## config.mk

```make
export PLATFORM = sky130hd
export DESIGN_NAME = pc_unit
export DESIGN_NICKNAME = d
export VERILOG_FILES = /design/src/rtl/pc_unit_pkg.sv /design/src/rtl/pc_unit_return_stack.sv /design/src/rtl/pc_unit.sv
export SDC_FILE = /design/constraint.sdc
export NUM_CORES = 1
export LEC_CHECK = 0
export BUFFER_PORTS_ARGS = -buffer_cell sky130_fd_sc_hd__buf_2
export CORE_MARGIN = 5
export CORE_UTILIZATION = 35
export CTS_CLUSTER_DIAMETER = 120
export DETAILED_ROUTE_END_ITERATION = 6
export PLACE_DENSITY_LB_ADDON = 0.12
export SYNTH_ARGS = -nofsm -noshare
export SYNTH_HDL_FRONTEND = slang
export SYNTH_SLANG_ARGS = --single-unit
```

## constraint.sdc

```tcl
create_clock -name Clk -period 3.99 [get_ports Clk]
set_input_delay 0.798 -clock Clk [delete_from_list [all_inputs] [get_ports Clk]]
set_output_delay 0.798 -clock Clk [all_outputs]
set_load 0.03 [all_outputs]
```

## src/rtl/pc_unit_pkg.sv

```systemverilog
// -----------------------------------------------------------------------------
// pc_unit_pkg
// Shared encodings for the program-counter stage and its return-address stack.
//   - PC_Src selector encodings (next-PC source)
//   - BRA_Src selector encodings (branch target kind)
//   - ASSERT_N: asserted level of the sequencer's active-low strobes
// -----------------------------------------------------------------------------
package pc_unit_pkg;

    // Next-PC source selected when PC_Ld is asserted.
    localparam logic [1:0] PCSRC_BRANCH = 2'b00;
    localparam logic [1:0] PCSRC_RETURN = 2'b01;
    localparam logic [1:0] PCSRC_SRC1   = 2'b10;
    localparam logic [1:0] PCSRC_RSVD   = 2'b11;

    // Branch target kind for PCSRC_BRANCH.
    localparam logic BRA_SRC1 = 1'b0;   // absolute: Src1_Data
    localparam logic BRA_REL  = 1'b1;   // relative: PC + sext(IR_Offset)

    // All sequencer strobes are active-low.
    localparam logic ASSERT_N = 1'b0;

endpackage : pc_unit_pkg

```

## src/rtl/pc_unit_return_stack.sv

```systemverilog
// -----------------------------------------------------------------------------
// return_stack
// Parameterised LIFO holding return addresses for JPL/RET.
//   Clk, Reset    : clock, synchronous active-low reset (clears pointer only)
//   clear         : synchronous pointer clear (PC_Rst path)
//   push, pop     : single-cycle requests; both together swap the top entry
//                   when non-empty, or behave as a plain push when empty
//   push_data     : value written on push / swap
//   top           : top-of-stack, forced to 0 when empty
//   depth         : entries in use
//   full, empty   : occupancy status
// A push while full (without pop) leaves the stack untouched; a pop while
// empty moves nothing. Flagging those cases is the caller's job.
// -----------------------------------------------------------------------------
module return_stack #(
    parameter int Width = 16,
    parameter int Depth = 4
) (
    input  logic                       Clk,
    input  logic                       Reset,
    input  logic                       clear,
    input  logic                       push,
    input  logic                       pop,
    input  logic [Width-1:0]           push_data,
    output logic [Width-1:0]           top,
    output logic [$clog2(Depth+1)-1:0] depth,
    output logic                       full,
    output logic                       empty
);

    localparam int PtrW = $clog2(Depth);
    localparam int CntW = $clog2(Depth+1);

    logic [Width-1:0] mem [Depth];
    logic [CntW-1:0]  sp;
    logic [PtrW-1:0]  wr_idx;
    logic [PtrW-1:0]  top_idx;
    logic             active;

    // Depth is a power of two, so the low pointer bits wrap to the right slot
    // when sp == Depth and top_idx = Depth-1.
    assign wr_idx  = sp[PtrW-1:0];
    assign top_idx = wr_idx - PtrW'(1);
    assign full    = (sp == CntW'(Depth));
    assign empty   = (sp == '0);
    assign depth   = sp;
    assign top     = empty ? '0 : mem[top_idx];
    assign active  = Reset && !clear;

    // NOTE: sequential state is always assigned with <= so every flop samples
    // pre-edge values regardless of statement order.
    always_ff @(posedge Clk) begin
        if (!active) begin
            sp <= '0;
        end else if (push && pop) begin
            if (empty) sp <= CntW'(1);        // swap degenerates to a push
        end else if (push) begin
            if (!full) sp <= sp + CntW'(1);
        end else if (pop) begin
            if (!empty) sp <= sp - CntW'(1);
        end
    end

    // NOTE: the storage array has no reset; only the pointer is cleared and
    // the top output is gated, which keeps the array as plain RAM.
    always_ff @(posedge Clk) begin
        if (active && push) begin
            if (pop && !empty)  mem[top_idx] <= push_data;  // swap
            else if (!full)     mem[wr_idx]  <= push_data;
        end
    end

endmodule : return_stack

```

## src/rtl/pc_unit.sv

```systemverilog
// -----------------------------------------------------------------------------
// pc_unit
// Program-counter stage driven by the sequence controller's strobes.
//   Clk, Reset  : clock, synchronous active-low reset of all state
//   PC_Rst      : active-low soft reset (PC, stack pointer, sticky flags)
//   PC_Inc      : active-low, PC <= PC + 1
//   PC_Ld       : active-low, PC <= target chosen by PC_Src (wins over PC_Inc)
//   PC_Src      : 00 branch, 01 return (pop), 10 Src1_Data, 11 reserved (hold)
//   STK_Ld      : active-low, push pre-edge PC onto the return stack
//   BRA_Src     : 1 relative (PC + sext(IR_Offset)), 0 absolute (Src1_Data)
//   IR_Offset   : branch offset field from the IR
//   Src1_Data   : register-file Source 1 read data
//   PC          : current fetch address
//   Return_Addr : top of return stack, 0 when empty
//   STK_Depth   : return-stack entries in use
//   STK_Ovf     : sticky, push attempted while full
//   STK_Unf     : sticky, pop attempted while empty
// -----------------------------------------------------------------------------
module pc_unit
    import pc_unit_pkg::*;
#(
    parameter int                    AddrWidth   = 16,
    parameter int                    OffsetWidth = 10,
    parameter int                    StackDepth  = 4,
    parameter logic [AddrWidth-1:0]  ResetVector = '0
) (
    input  logic                             Clk,
    input  logic                             Reset,
    input  logic                             PC_Rst,
    input  logic                             PC_Inc,
    input  logic                             PC_Ld,
    input  logic [1:0]                       PC_Src,
    input  logic                             STK_Ld,
    input  logic                             BRA_Src,
    input  logic [OffsetWidth-1:0]           IR_Offset,
    input  logic [AddrWidth-1:0]             Src1_Data,
    output logic [AddrWidth-1:0]             PC,
    output logic [AddrWidth-1:0]             Return_Addr,
    output logic [$clog2(StackDepth+1)-1:0]  STK_Depth,
    output logic                             STK_Ovf,
    output logic                             STK_Unf
);

    logic [AddrWidth-1:0] pc_q;
    logic [AddrWidth-1:0] pc_next;
    logic [AddrWidth-1:0] offset_sext;
    logic                 soft_rst;
    logic                 push_req;
    logic                 pop_req;
    logic                 stk_full;
    logic                 stk_empty;
    logic                 ovf_q;
    logic                 unf_q;

    assign soft_rst = (PC_Rst == ASSERT_N);
    // Soft reset outranks every strobe, so it also masks stack traffic.
    assign push_req = (STK_Ld == ASSERT_N) && !soft_rst;
    assign pop_req  = (PC_Ld == ASSERT_N) && (PC_Src == PCSRC_RETURN) && !soft_rst;

    assign offset_sext = {{(AddrWidth-OffsetWidth){IR_Offset[OffsetWidth-1]}}, IR_Offset};

    return_stack #(
        .Width (AddrWidth),
        .Depth (StackDepth)
    ) u_stack (
        .Clk       (Clk),
        .Reset     (Reset),
        .clear     (soft_rst),
        .push      (push_req),
        .pop       (pop_req),
        .push_data (pc_q),
        .top       (Return_Addr),
        .depth     (STK_Depth),
        .full      (stk_full),
        .empty     (stk_empty)
    );

    // NOTE: pc_next gets a default before any branch so no path leaves it
    // unassigned and no latch is inferred.
    always_comb begin
        pc_next = pc_q;
        if (soft_rst) begin
            pc_next = ResetVector;
        end else if (PC_Ld == ASSERT_N) begin
            case (PC_Src)
                PCSRC_BRANCH: pc_next = (BRA_Src == BRA_REL) ? pc_q + offset_sext : Src1_Data;
                PCSRC_RETURN: pc_next = stk_empty ? pc_q : Return_Addr;
                PCSRC_SRC1:   pc_next = Src1_Data;
                default:      pc_next = pc_q;       // reserved: hold
            endcase
        end else if (PC_Inc == ASSERT_N) begin
            pc_next = pc_q + AddrWidth'(1);
        end
    end

    always_ff @(posedge Clk) begin
        if (!Reset || soft_rst) begin
            pc_q  <= ResetVector;
            ovf_q <= 1'b0;
            unf_q <= 1'b0;
        end else begin
            pc_q <= pc_next;
            // A push together with a pop is a swap, never an overflow.
            if (push_req && stk_full && !pop_req) ovf_q <= 1'b1;
            if (pop_req && stk_empty)             unf_q <= 1'b1;
        end
    end

    assign PC      = pc_q;
    assign STK_Ovf = ovf_q;
    assign STK_Unf = unf_q;

endmodule : pc_unit

```

==> results.py, run 1 <==
metrics = {
    "routing": {
        "ant_nets": 0,
        "vias": 4322,
        "wirelength_um": 15800,
        "routedWlPerCell_um": 20.7,
        "drt_iter0_markers": 333,
        "via_per_inst": 5.67,
        "firstDrtPassIters": 5,
        "remaining_drc_errors": 0,
    },
    "cts": {
        "clk-insertion-delay-late_ns": 0.33,
        "post_cts_resized": 0,
        "clk_pin_slew_ns": 0.06,
        "cts_sinks": 85,
        "h-tree-depth": 3,
        "cts_tree": "done",
        "root_buffer": "clkbuf_16",
        "cts_post_setup_buffers_inserted": 0,
        "clockBufferDepth": 2,
        "numCtsBuffers": 9,
        "ctsHoldBuffers": 0,
    },
    "finish": {
        "synthToLayoutAreaGrowth_pct": 17.0,
        "finalNonFillerCells": 762,
        "antenna_cells": 0,
        "nets": 630,
        "final_util_pct": 41.8,
        "final_layout_size_suffix_gt1_share_pct": 21.8,
        "final_common_cell": "buf_2",
        "design_area_um2": 6100,
        "nFillCells": 1404,
        "final_cell_mix": "buf_2, edfxtp_1, nand2_1",
    },
    "floorplan": {
        "dieArea_um2": 17400,
        "start_util_pct": 35.8,
        "ios": 72,
        "die_x_um": 132,
        "fp-row-count": 44,
        "core_um2": 14600,
        "die_h_um": 132,
    },
    "global_routing": {
        "grtUsageTotal_pct": 18.1,
        "antenna_found_initial": 0,
        "grt_max_degree": 23,
        "overflow": 0,
        "grt_pass1_wl_um": 25000,
        "grt_pass1_vias": 4253,
    },
    "setup_path": {
        "crit_slowest_cell": "ha_1",
        "cp.required_ns": 3.19,
        "cp_cell_sequence": "inv_1, ha_1, mux4_2, and2_1, buf_2",
        "cp_slowest_stage_delay_ns": 0.83,
        "worst-setup-path-type": "reg2out",
        "crit_fanout": 18,
        "r2r_cells": 8,
        "cp-end-kind": "primary output",
        "cp.arrival_ns": 2.52,
        "start_kind": "flip-flop",
    },
    "placement": {
        "detailed_place_hpwl_um": 11600,
        "gp_congestion": 0.841,
        "post-place-cells": 746,
        "placed_cell_area_um2": 5800,
        "port_buffers": 71,
    },
    "sta": {
        "grt_setup_unrepaired": "false",
        "fin_setup_tns_ns": 0,
        "post-route-min-period_ns": 3.32,
        "clock_skew_ns": 0.00449,
        "max_freq_mhz": 301,
        "slew_violations": 0,
        "fin_crit_sh_pct": 83.3,
        "hold_viol": 0,
        "max_slew_margin_pct": 44.8,
        "worstMarginPinSlew_ns": 0.828,
        "timing.final.setup_violations": 0,
    },
    "yosys": {
        "ys_types": 74,
        "synth_top_area_share_pct": 36.8,
        "ys.flop_type": "edfxtp_1",
        "synth_top_area_cell": "edfxtp_1",
        "ys_seq_area_share_pct": 44.9,
        "ys_top_cells_by_area": "edfxtp_1, dfxtp_1, mux4_2",
        "synth_seq_cells": 85,
        "syn_area_um2": 5220,
        "synthCells": 502,
        "avgSynthCellArea_um2": 10.4,
        "syn_nets": 559,
        "yosysWarnings": 0,
        "async_flop_share_pct": 0,
        "synth_edf_count": 64,
    },
    "power": {
        "netSwitchingFraction_pct": 25.8,
        "p_seq_share_pct": 44.6,
        "vdd_drop_max_uv": 199,
        "power_switching_mw": 0.570,
        "clkPwrFrac_pct": 39.4,
        "power_density_nw_per_um2": 362,
        "p_total_mw": 2.21,
        "power_frac_comb_pct": 16.0,
        "p_leak_nw": 2.37,
        "p_int_mw": 1.64,
    },
    "outcome": {
        "outcome": "completed",
    },
    "worst_hold_path": {
        "hold_class": "reg2reg",
        "min_path_cells": 2,
    },
    "job": {
        "maxCapViolCount": 0,
    },
}
## power groups by stage
stage          logic (mW)  clock network [mW]  registers (mW)
3_5_place_dp        0.353                   0            1.00
5_1_grt             0.389               0.925           0.987
6_report            0.354               0.869           0.984
3_3_place_gp        0.352                   0            1.00
4_1_cts             0.354               0.887           0.984
2_1_floorplan       0.221                   0            1.01
## per-stage QoR
stage	hold WS, ns	setup slack [ns]
CTS	0.487	0.635
global placement	0.474	0.891
detailed placement	0.472	0.827
finish	0.486	0.668
floorplan	0.621	0.663
global route	0.509	0.555
## Yosys cell counts (all sizes together), types with 3 or more instances
| library cell | number |
|---|---|
| nand2b | 6 |
| clkbuf | 17 |
| o21ai | 30 |
| a22o | 3 |
| a21oi | 33 |
| xor2 | 4 |
| nor2b | 7 |
| nand2 | 59 |
| a21o | 9 |
| a311oi | 4 |
| and3 | 3 |
| mux2i | 4 |
| or4 | 3 |
| o21a | 5 |
| a211oi | 10 |
| edfxtp | 64 |
| or2 | 7 |
| dfxtp | 21 |
| ha | 20 |
| o221ai | 3 |
| and2 | 20 |
| nor2 | 33 |
| a31oi | 12 |
| o211ai | 5 |
| inv | 16 |
| xnor2 | 4 |
| a22oi | 4 |
| o2bb2ai | 3 |
| nand4 | 5 |
| buf | 7 |
| a211o | 3 |
| mux4 | 16 |
| nor3 | 9 |
| mux2 | 4 |
| o21bai | 3 |
| nand3 | 12 |
## critical path: cells and delay by family (launching register included)
family	cells	cell delay [ns]
simple gates	1	0.20
buf+inv	2	0.27
mux	1	0.48
flops	1	0.42
fa+ha+maj	1	0.83
## worst paths after layout
kind                                                     from                    to  slack, ns
worst min-delay path                     STK_Ovf$_SDFFE_PN0P_  STK_Ovf$_SDFFE_PN0P_       0.49
worst min register to register           STK_Ovf$_SDFFE_PN0P_  STK_Ovf$_SDFFE_PN0P_       0.49
worst max-delay path            u_stack.depth[1]$_SDFFE_PN0P_        Return_Addr[5]       0.67
worst max register to register  u_stack.depth[1]$_SDFFE_PN0P_    PC[9]$_SDFFE_PP0P_       1.22
## cell families after synthesis
kind of cell,after synthesis,synth area share [%]
and+or+nand+nor,175,17.1
xor gates and xnor gates,8,1.34
muxes,24,8.54
buffers and inverters,40,3.09
adders and majority gates,22,5.56
DFF,85,44.9
AOI/OAI and AO/OA,148,19.5
## state kept, by name, indices dropped and copies added, names as in the netlist
signal and cells:
PC 16, u_stack.mem 64, u_stack.depth 3, STK_Unf 1, STK_Ovf 1
## per-layer routing
metal	up-vias	part of all wire [%]	global-route usage, %
met4	0	1.6	5.54
met3	19	4.5	1.98
li1	2070	-	-
met5	-	0	0
met1	2100	49	27.3
met2	133	45	27.3
## area by class of cell
type                            count  area [µm²]  share of cell area, %
Timing Repair Buffer               84         453                   7.42
Inverter                           16        60.1                  0.984
Clock inverter                      3        63.8                   1.05
Sequential cell                    85        2340                   38.4
Multi-Input combinational cell    377        2710                   44.5
Clock buffer                       13         240                   3.94
Tap cell                          184         230                   3.77
(Power assumes the default switching activity.)
==> inputs of run 2 (changes only) <==
==> constraint.sdc (replaced) <==
create_clock -name Clk -period 2.7 [get_ports Clk]
set_input_delay 0.54 -clock Clk [delete_from_list [all_inputs] [get_ports Clk]]
set_output_delay 0.54 -clock Clk [all_outputs]
set_load 0.03 [all_outputs]
==> run 2 against run 1 <==
Effect of this change:
- wire length grew 6.6%
- clock power grew 43%
- sequential share of layout area is 1.9 points lower
- first-iteration DRC count rose by 26%
- global-route usage is 1.1 points higher
- core utilization is 2.3 points higher
- sequential power up 46%
- final area up 5.5%
- critical path depth is 1 higher
- critical path type unchanged
==> results.py, run 2 (synthesis results as in run 1) <==
metrics = {
    "outcome": {
        "outcome": "completed",
    },
    "cts": {
        "numCtsBuffers": 9,
        "clockBufferDepth": 2,
        "clk-insertion-delay-late_ns": 0.34,
        "cts_sinks": 85,
        "h-tree-depth": 3,
        "cts_tree": "done",
        "clk_pin_slew_ns": 0.06,
        "root_buffer": "clkbuf_16",
    },
    "sta": {
        "setup_slack_ns": 0.138,
        "fin_crit_sh_pct": 94.9,
        "hold_viol": 0,
        "max_freq_mhz": 390,
        "timing.final.setup_violations": 0,
        "post-route-min-period_ns": 2.56,
        "fin_setup_tns_ns": 0,
        "max_slew_margin_pct": 54.6,
        "clock_skew_ns": 0.00605,
        "holdWs_ns": 0.487,
        "grt_setup_unrepaired": "false",
        "worstMarginPinSlew_ns": 0.680,
        "slew_violations": 0,
    },
    "setup_path": {
        "cp.arrival_ns": 2.02,
        "cp-end-kind": "primary output",
        "start_kind": "flip-flop",
        "cp.required_ns": 2.16,
        "crit_fanout": 18,
        "timing.rr.start": "PC[0]$_SDFFE_PP0P_",
        "worst-setup-path-type": "reg2out",
        "r2r-end": "PC[14]$_SDFFE_PP0P_",
        "r2r_slack_ns": 0.22,
        "r2r_cells": 8,
    },
    "global_routing": {
        "top_usage_layer": "met2",
        "grt_max_degree": 21,
        "antenna_found_initial": 0,
        "grt_pass1_wl_um": 26100,
        "grt_use_met1_pct": 26.2,
        "overflow": 0,
        "grt_pass1_vias": 4474,
        "grtUsageTotal_pct": 19.2,
        "use_met3_pct": 2.60,
        "grt_use_met2_pct": 31.6,
    },
    "finish": {
        "regMostFlops": "u_stack.mem",
        "nets": 662,
        "final_util_pct": 44.1,
        "antenna_cells": 0,
        "synthToLayoutAreaGrowth_pct": 23.4,
        "largest_register_ffs": 64,
        "final_cell_mix": "buf_2, edfxtp_1, nand2_1",
        "final_common_cell": "buf_2",
        "final_layout_size_suffix_gt1_share_pct": 27.4,
        "nFillCells": 1407,
    },
    "power": {
        "p_leak_nw": 2.54,
        "vdd_drop_max_uv": 361,
        "clkPwrFrac_pct": 38.0,
        "netSwitchingFraction_pct": 27.8,
        "power_density_nw_per_um2": 508,
        "p_int_mw": 2.36,
        "p_seq_share_pct": 44.0,
        "p_total_mw": 3.27,
        "power_frac_comb_pct": 18.0,
        "power_switching_mw": 0.907,
    },
    "floorplan": {
        "fp-row-count": 44,
        "die_x_um": 132,
        "ios": 72,
        "core_um2": 14600,
        "dieArea_um2": 17400,
        "start_util_pct": 35.8,
        "die_h_um": 132,
    },
    "placement": {
        "port_buffers": 71,
        "pre_cts_ws_ns": -0.0788,
        "detailed_place_hpwl_um": 12600,
        "gp_congestion": 0.857,
    },
    "routing": {
        "routedWlPerCell_um": 21.2,
        "wirelength_um": 16800,
        "firstDrtPassIters": 5,
        "via_per_inst": 5.63,
        "vias": 4469,
        "ant_nets": 0,
        "remaining_drc_errors": 0,
        "drt_iter0_markers": 421,
    },
    "worst_hold_path": {
        "holdCritStartpoint": "STK_Unf$_SDFFE_PN0P_",
        "min_to": "STK_Unf$_SDFFE_PN0P_",
        "min_path_cells": 2,
        "hold_class": "reg2reg",
    },
    "job": {
        "maxCapViolCount": 0,
    },
}
==> run 2: what timing repair did <==
item	4_1_cts	5_1_grt
setup endpoints to repair	2	16
setup buffers	0	0
hold endpoints to repair	0	0
hold buffers	0	0
resized for setup	1	1
==> run 2: metal layers <==
layer / wire length (µm) / up-vias / share of wire (%)
met5: 0 / - / 0
met4: 259 / 0 / 1.5
met3: 808 / 18 / 4.8
met2: 8170 / 135 / 49
met1: 7560 / 2180 / 45
li1: - / 2136 / -
==> run 2: worst max-delay path by stage <==
stage	end	slack (ns)	from	depth (start not counted)
after floorplan	u_stack.mem[2][0]$_DFFE_PP_	-0.002	u_stack.depth[0]$_SDFFE_PN0P_	9
final	Return_Addr[0]	0.14	u_stack.depth[1]$_SDFFE_PN0P_	6
after CTS	Return_Addr[0]	0.03	u_stack.depth[1]$_SDFFE_PN0P_	6
after global placement	PC[14]$_SDFFE_PP0P_	-0.06	IR_Offset[0]	9
after detailed placement	PC[14]$_SDFFE_PP0P_	-0.08	IR_Offset[0]	9
after global routing	Return_Addr[0]	0.05	u_stack.depth[0]$_SDFFE_PN0P_	4
==> run 2: area by class of cell <==
type,count,area [µm²],share of cell area (%)
Multi-Input combinational cell,377,2730,42.5
Timing Repair Buffer,116,781,12.1
Sequential cell,85,2340,36.4
Clock inverter,4,50.0,0.778
Tap cell,184,230,3.58
Clock buffer,12,236,3.67
Inverter,16,60.1,0.933
==> run 2: stage by stage <==
step / std cells / cell area (µm²)
after floorplan: 502 / 5240
after global placement: 778 / 6140
after detailed placement: 778 / 6140
after CTS: 794 / 6430
after global routing: 794 / 6430
final: 794 / 6430
==> run 2: power by group through the flow <==
stage | clock network, mW | registers (mW) | logic (mW)
6_report | 1.24 | 1.44 | 0.588
4_1_cts | 1.26 | 1.44 | 0.590
5_1_grt | 1.32 | 1.44 | 0.639
2_1_floorplan | 0 | 1.50 | 0.330
3_5_place_dp | 0 | 1.46 | 0.586
3_3_place_gp | 0 | 1.46 | 0.581
==> run 2: worst max-delay path: stages (launching register included) <==
cell     delay, ns
dfxtp_2       0.38
inv_1         0.07
ha_1          0.32
buf_12        0.18
mux4_2        0.31
and2_1        0.22
buf_2         0.19
==> inputs of run 3 (changes only) <==
--- a/config.mk
+++ b/config.mk
@@ -5,6 +5,7 @@
 export SDC_FILE = /design/constraint.sdc
 export NUM_CORES = 1
 export LEC_CHECK = 0
+export ABC_AREA = 1
 export BUFFER_PORTS_ARGS = -buffer_cell sky130_fd_sc_hd__buf_2
 export CORE_MARGIN = 5
 export CORE_UTILIZATION = 35
==> constraint.sdc (replaced) <==
create_clock -name Clk -period 2.91 [get_ports Clk]
set_input_delay 0.582 -clock Clk [delete_from_list [all_inputs] [get_ports Clk]]
set_output_delay 0.582 -clock Clk [all_outputs]
set_load 0.03 [all_outputs]
==> run 3 against run 2 <==
Effect of this change:
- via count is 6.8% higher
- largest cell class unchanged
- sequential cell count unchanged
- final area is 3.4% lower
- core utilization decreased by 1.6 points
- critical endpoint is now Return_Addr[5]
==> results.py, run 3 <==
metrics = {
    "outcome": {
        "outcome": "completed",
    },
    "yosys": {
        "synth_xor_area_share_pct": 2.66,
        "synth_top_area_cell": "edfxtp_1",
        "yosysWarnings": 0,
        "synth_top_family_by_area": "simple AND/OR/NAND/NOR gates",
        "synth_edf_count": 64,
        "ys.flop_type": "edfxtp_1",
        "ys_seq_area_share_pct": 44.5,
        "synthCells": 670,
        "synth_seq_cells": 85,
        "synth_common_cells": "nand2_1, nor2_1, a21oi_1",
        "syn_nets": 727,
        "synth_compound_area_share_pct": 16.6,
        "syn_area_um2": 5260,
        "avgSynthCellArea_um2": 7.85,
        "synth_top_area_share_pct": 36.5,
        "synth_fa_ha_area_share_pct": 5.52,
        "ys_top_cells_by_area": "edfxtp_1, nand2_1, a21oi_1",
        "async_flop_share_pct": 0,
        "synth.area.mux_share_pct": 0,
        "ys_types": 41,
        "yosys.area_share.simple_pct": 23.4,
        "synth_most_common_cell": "nand2_1",
    },
    "setup_path": {
        "critPathBufInv": 3,
        "timing.rr.start": "u_stack.depth[1]$_SDFFE_PN0P_",
        "cp.arrival_ns": 2.18,
        "cp_slowest_stage_delay_ns": 0.43,
        "crit_path_end": "Return_Addr[5]",
        "r2r-end": "u_stack.mem[2][5]$_DFFE_PP_",
        "cp-end-kind": "primary output",
        "crit_fanout": 9,
        "worst-setup-path-type": "reg2out",
        "start_kind": "flip-flop",
        "path_delay_family": "buffers and inverters",
        "cp_cell_sequence": "inv_1, ha_1, buf_4, nor2_1, o21ai_0, a21oi_1, buf_2",
        "path_depth": 7,
        "crit_slowest_cell": "dfxtp_1",
        "r2r_slack_ns": 0.47,
        "startpoint": "u_stack.depth[1]$_SDFFE_PN0P_",
        "cp.required_ns": 2.33,
        "r2r_cells": 10,
    },
    "cts": {
        "ctsHoldBuffers": 0,
        "clockBufferDepth": 2,
        "cts_tree": "done",
        "clk_pin_slew_ns": 0.06,
        "h-tree-depth": 3,
        "clk-insertion-delay-late_ns": 0.33,
        "cts_post_setup_buffers_inserted": 0,
        "numCtsBuffers": 9,
        "cts_sinks": 85,
        "root_buffer": "clkbuf_16",
        "post_cts_resized": 0,
    },
    "finish": {
        "synthToLayoutAreaGrowth_pct": 18.2,
        "final_common_cell": "nand2_1",
        "antenna_cells": 0,
        "final_layout_size_suffix_gt1_share_pct": 17.4,
        "largest_register_ffs": 64,
        "regMostFlops": "u_stack.mem",
        "nets": 806,
        "final_cell_mix": "nand2_1, nor2_1, a21oi_1",
        "final_util_pct": 42.5,
    },
    "power": {
        "p_total_mw": 3.27,
        "vdd_drop_max_uv": 313,
        "power_density_nw_per_um2": 525,
        "p_leak_nw": 2.77,
    },
    "worst_hold_path": {
        "hold_class": "reg2reg",
    },
    "routing": {
        "ant_nets": 0,
        "via_per_inst": 5.09,
        "routedWlPerCell_um": 16.7,
        "wirelength_um": 15700,
        "remaining_drc_errors": 0,
        "firstDrtPassIters": 5,
        "vias": 4772,
        "drt_iter0_markers": 277,
    },
    "job": {
        "maxCapViolCount": 0,
    },
    "sta": {
        "post-route-min-period_ns": 2.76,
        "max_slew_margin_pct": 60.1,
        "setup_slack_ns": 0.151,
        "grt_setup_unrepaired": "false",
        "fin_crit_sh_pct": 94.8,
        "slew_violations": 0,
        "max_freq_mhz": 363,
        "worstMarginPinSlew_ns": 0.598,
        "timing.final.setup_violations": 0,
        "clock_skew_ns": 0.00533,
        "hold_viol": 0,
    },
    "global_routing": {
        "antenna_found_initial": 0,
        "grtUsageTotal_pct": 17.6,
        "grt_max_degree": 38,
        "grt_pass1_vias": 4577,
        "overflow": 0,
        "grt_pass1_wl_um": 24700,
    },
    "floorplan": {
        "ios": 72,
        "dieArea_um2": 17600,
        "die_x_um": 133,
        "die_h_um": 133,
        "fp-row-count": 44,
        "core_um2": 14600,
        "start_util_pct": 35.9,
    },
    "placement": {
        "port_buffers": 71,
        "gp_congestion": 0.892,
        "pre_cts_ws_ns": 0.422,
        "detailed_place_hpwl_um": 11700,
    },
}
## run 3: cell count changes in the layout (fill, tap and decap cells not counted), sizes merged, moves of 16 or more
cell,change
a21oi,+54
and2,-19
buf,-20
inv,+42
mux4,-16
nand2,+82
nand3,+27
nor2,+68
o21ai,+40
## run 3: worst reg2reg max path, delay by kind of cell, from the launching register on
family | cells | cell delay, ns
and+or+nand+nor | 4 | 0.75
buffers and inverters | 3 | 0.44
DFF | 1 | 0.36
AOI/OAI and AO/OA | 1 | 0.22
adders and majority gates | 1 | 0.19
xor gates and xnor gates | 1 | 0.16
## run 3: cell families after synthesis
family	Yosys count
AND/OR/NAND/NOR	296
flip-flops	85
adder cells (fa/ha/maj)	22
XOR/XNOR	16
buffers and inverters	86
AO/OA/AOI/OAI	165
## run 3: power by group
group,switching (mW),leakage [nW],internal [mW]
clock network,0.461,0.173,0.862
registers,0.0264,0.824,1.33
logic,0.398,1.77,0.192
## run 3: area by class of cell
type / count / area (µm²)
Clock buffer: 10 / 239
Clock inverter: 6 / 109
Inverter: 58 / 219
Tap cell: 184 / 230
Fill cell: 1531 / 8430
Multi-Input combinational cell: 499 / 2540
Sequential cell: 85 / 2340
Timing Repair Buffer: 96 / 543
## run 3: metal layers
layer  part of all wire, %  wire [µm]  vias to the layer above  global-route usage [%]
li1                      -          -                     2412                       -
met1                    48       7470                     2234                    24.7
met2                    47       7330                      116                    28.9
met3                   4.5        711                       10                    3.00
met4                   1.1        173                        0                    3.58
met5                     0          0                        -                       0
## run 3: metrics by stage
stage,hold WS [ns],setup TNS (ns),cells,cell area [µm²]
2_1_floorplan,0.575,-10.07,670,5270
3_3_place_gp,0.440,0,922,5870
3_5_place_dp,0.441,0,922,5870
4_1_cts,0.450,0,938,6220
5_1_grt,0.467,0,938,6220
6_report,0.447,0,938,6220
## run 3: worst min path at each step
stage | start | endpoint | slack, ns | depth (start not counted)
6_report | STK_Ovf$_SDFFE_PN0P_ | STK_Ovf$_SDFFE_PN0P_ | 0.45 | 2
3_3_place_gp | STK_Ovf$_SDFFE_PN0P_ | STK_Ovf$_SDFFE_PN0P_ | 0.44 | 2
4_1_cts | STK_Ovf$_SDFFE_PN0P_ | STK_Ovf$_SDFFE_PN0P_ | 0.45 | 2
5_1_grt | STK_Ovf$_SDFFE_PN0P_ | STK_Ovf$_SDFFE_PN0P_ | 0.47 | 2
3_5_place_dp | STK_Ovf$_SDFFE_PN0P_ | STK_Ovf$_SDFFE_PN0P_ | 0.44 | 2
2_1_floorplan | STK_Ovf$_SDFFE_PN0P_ | STK_Ovf$_SDFFE_PN0P_ | 0.57 | 2
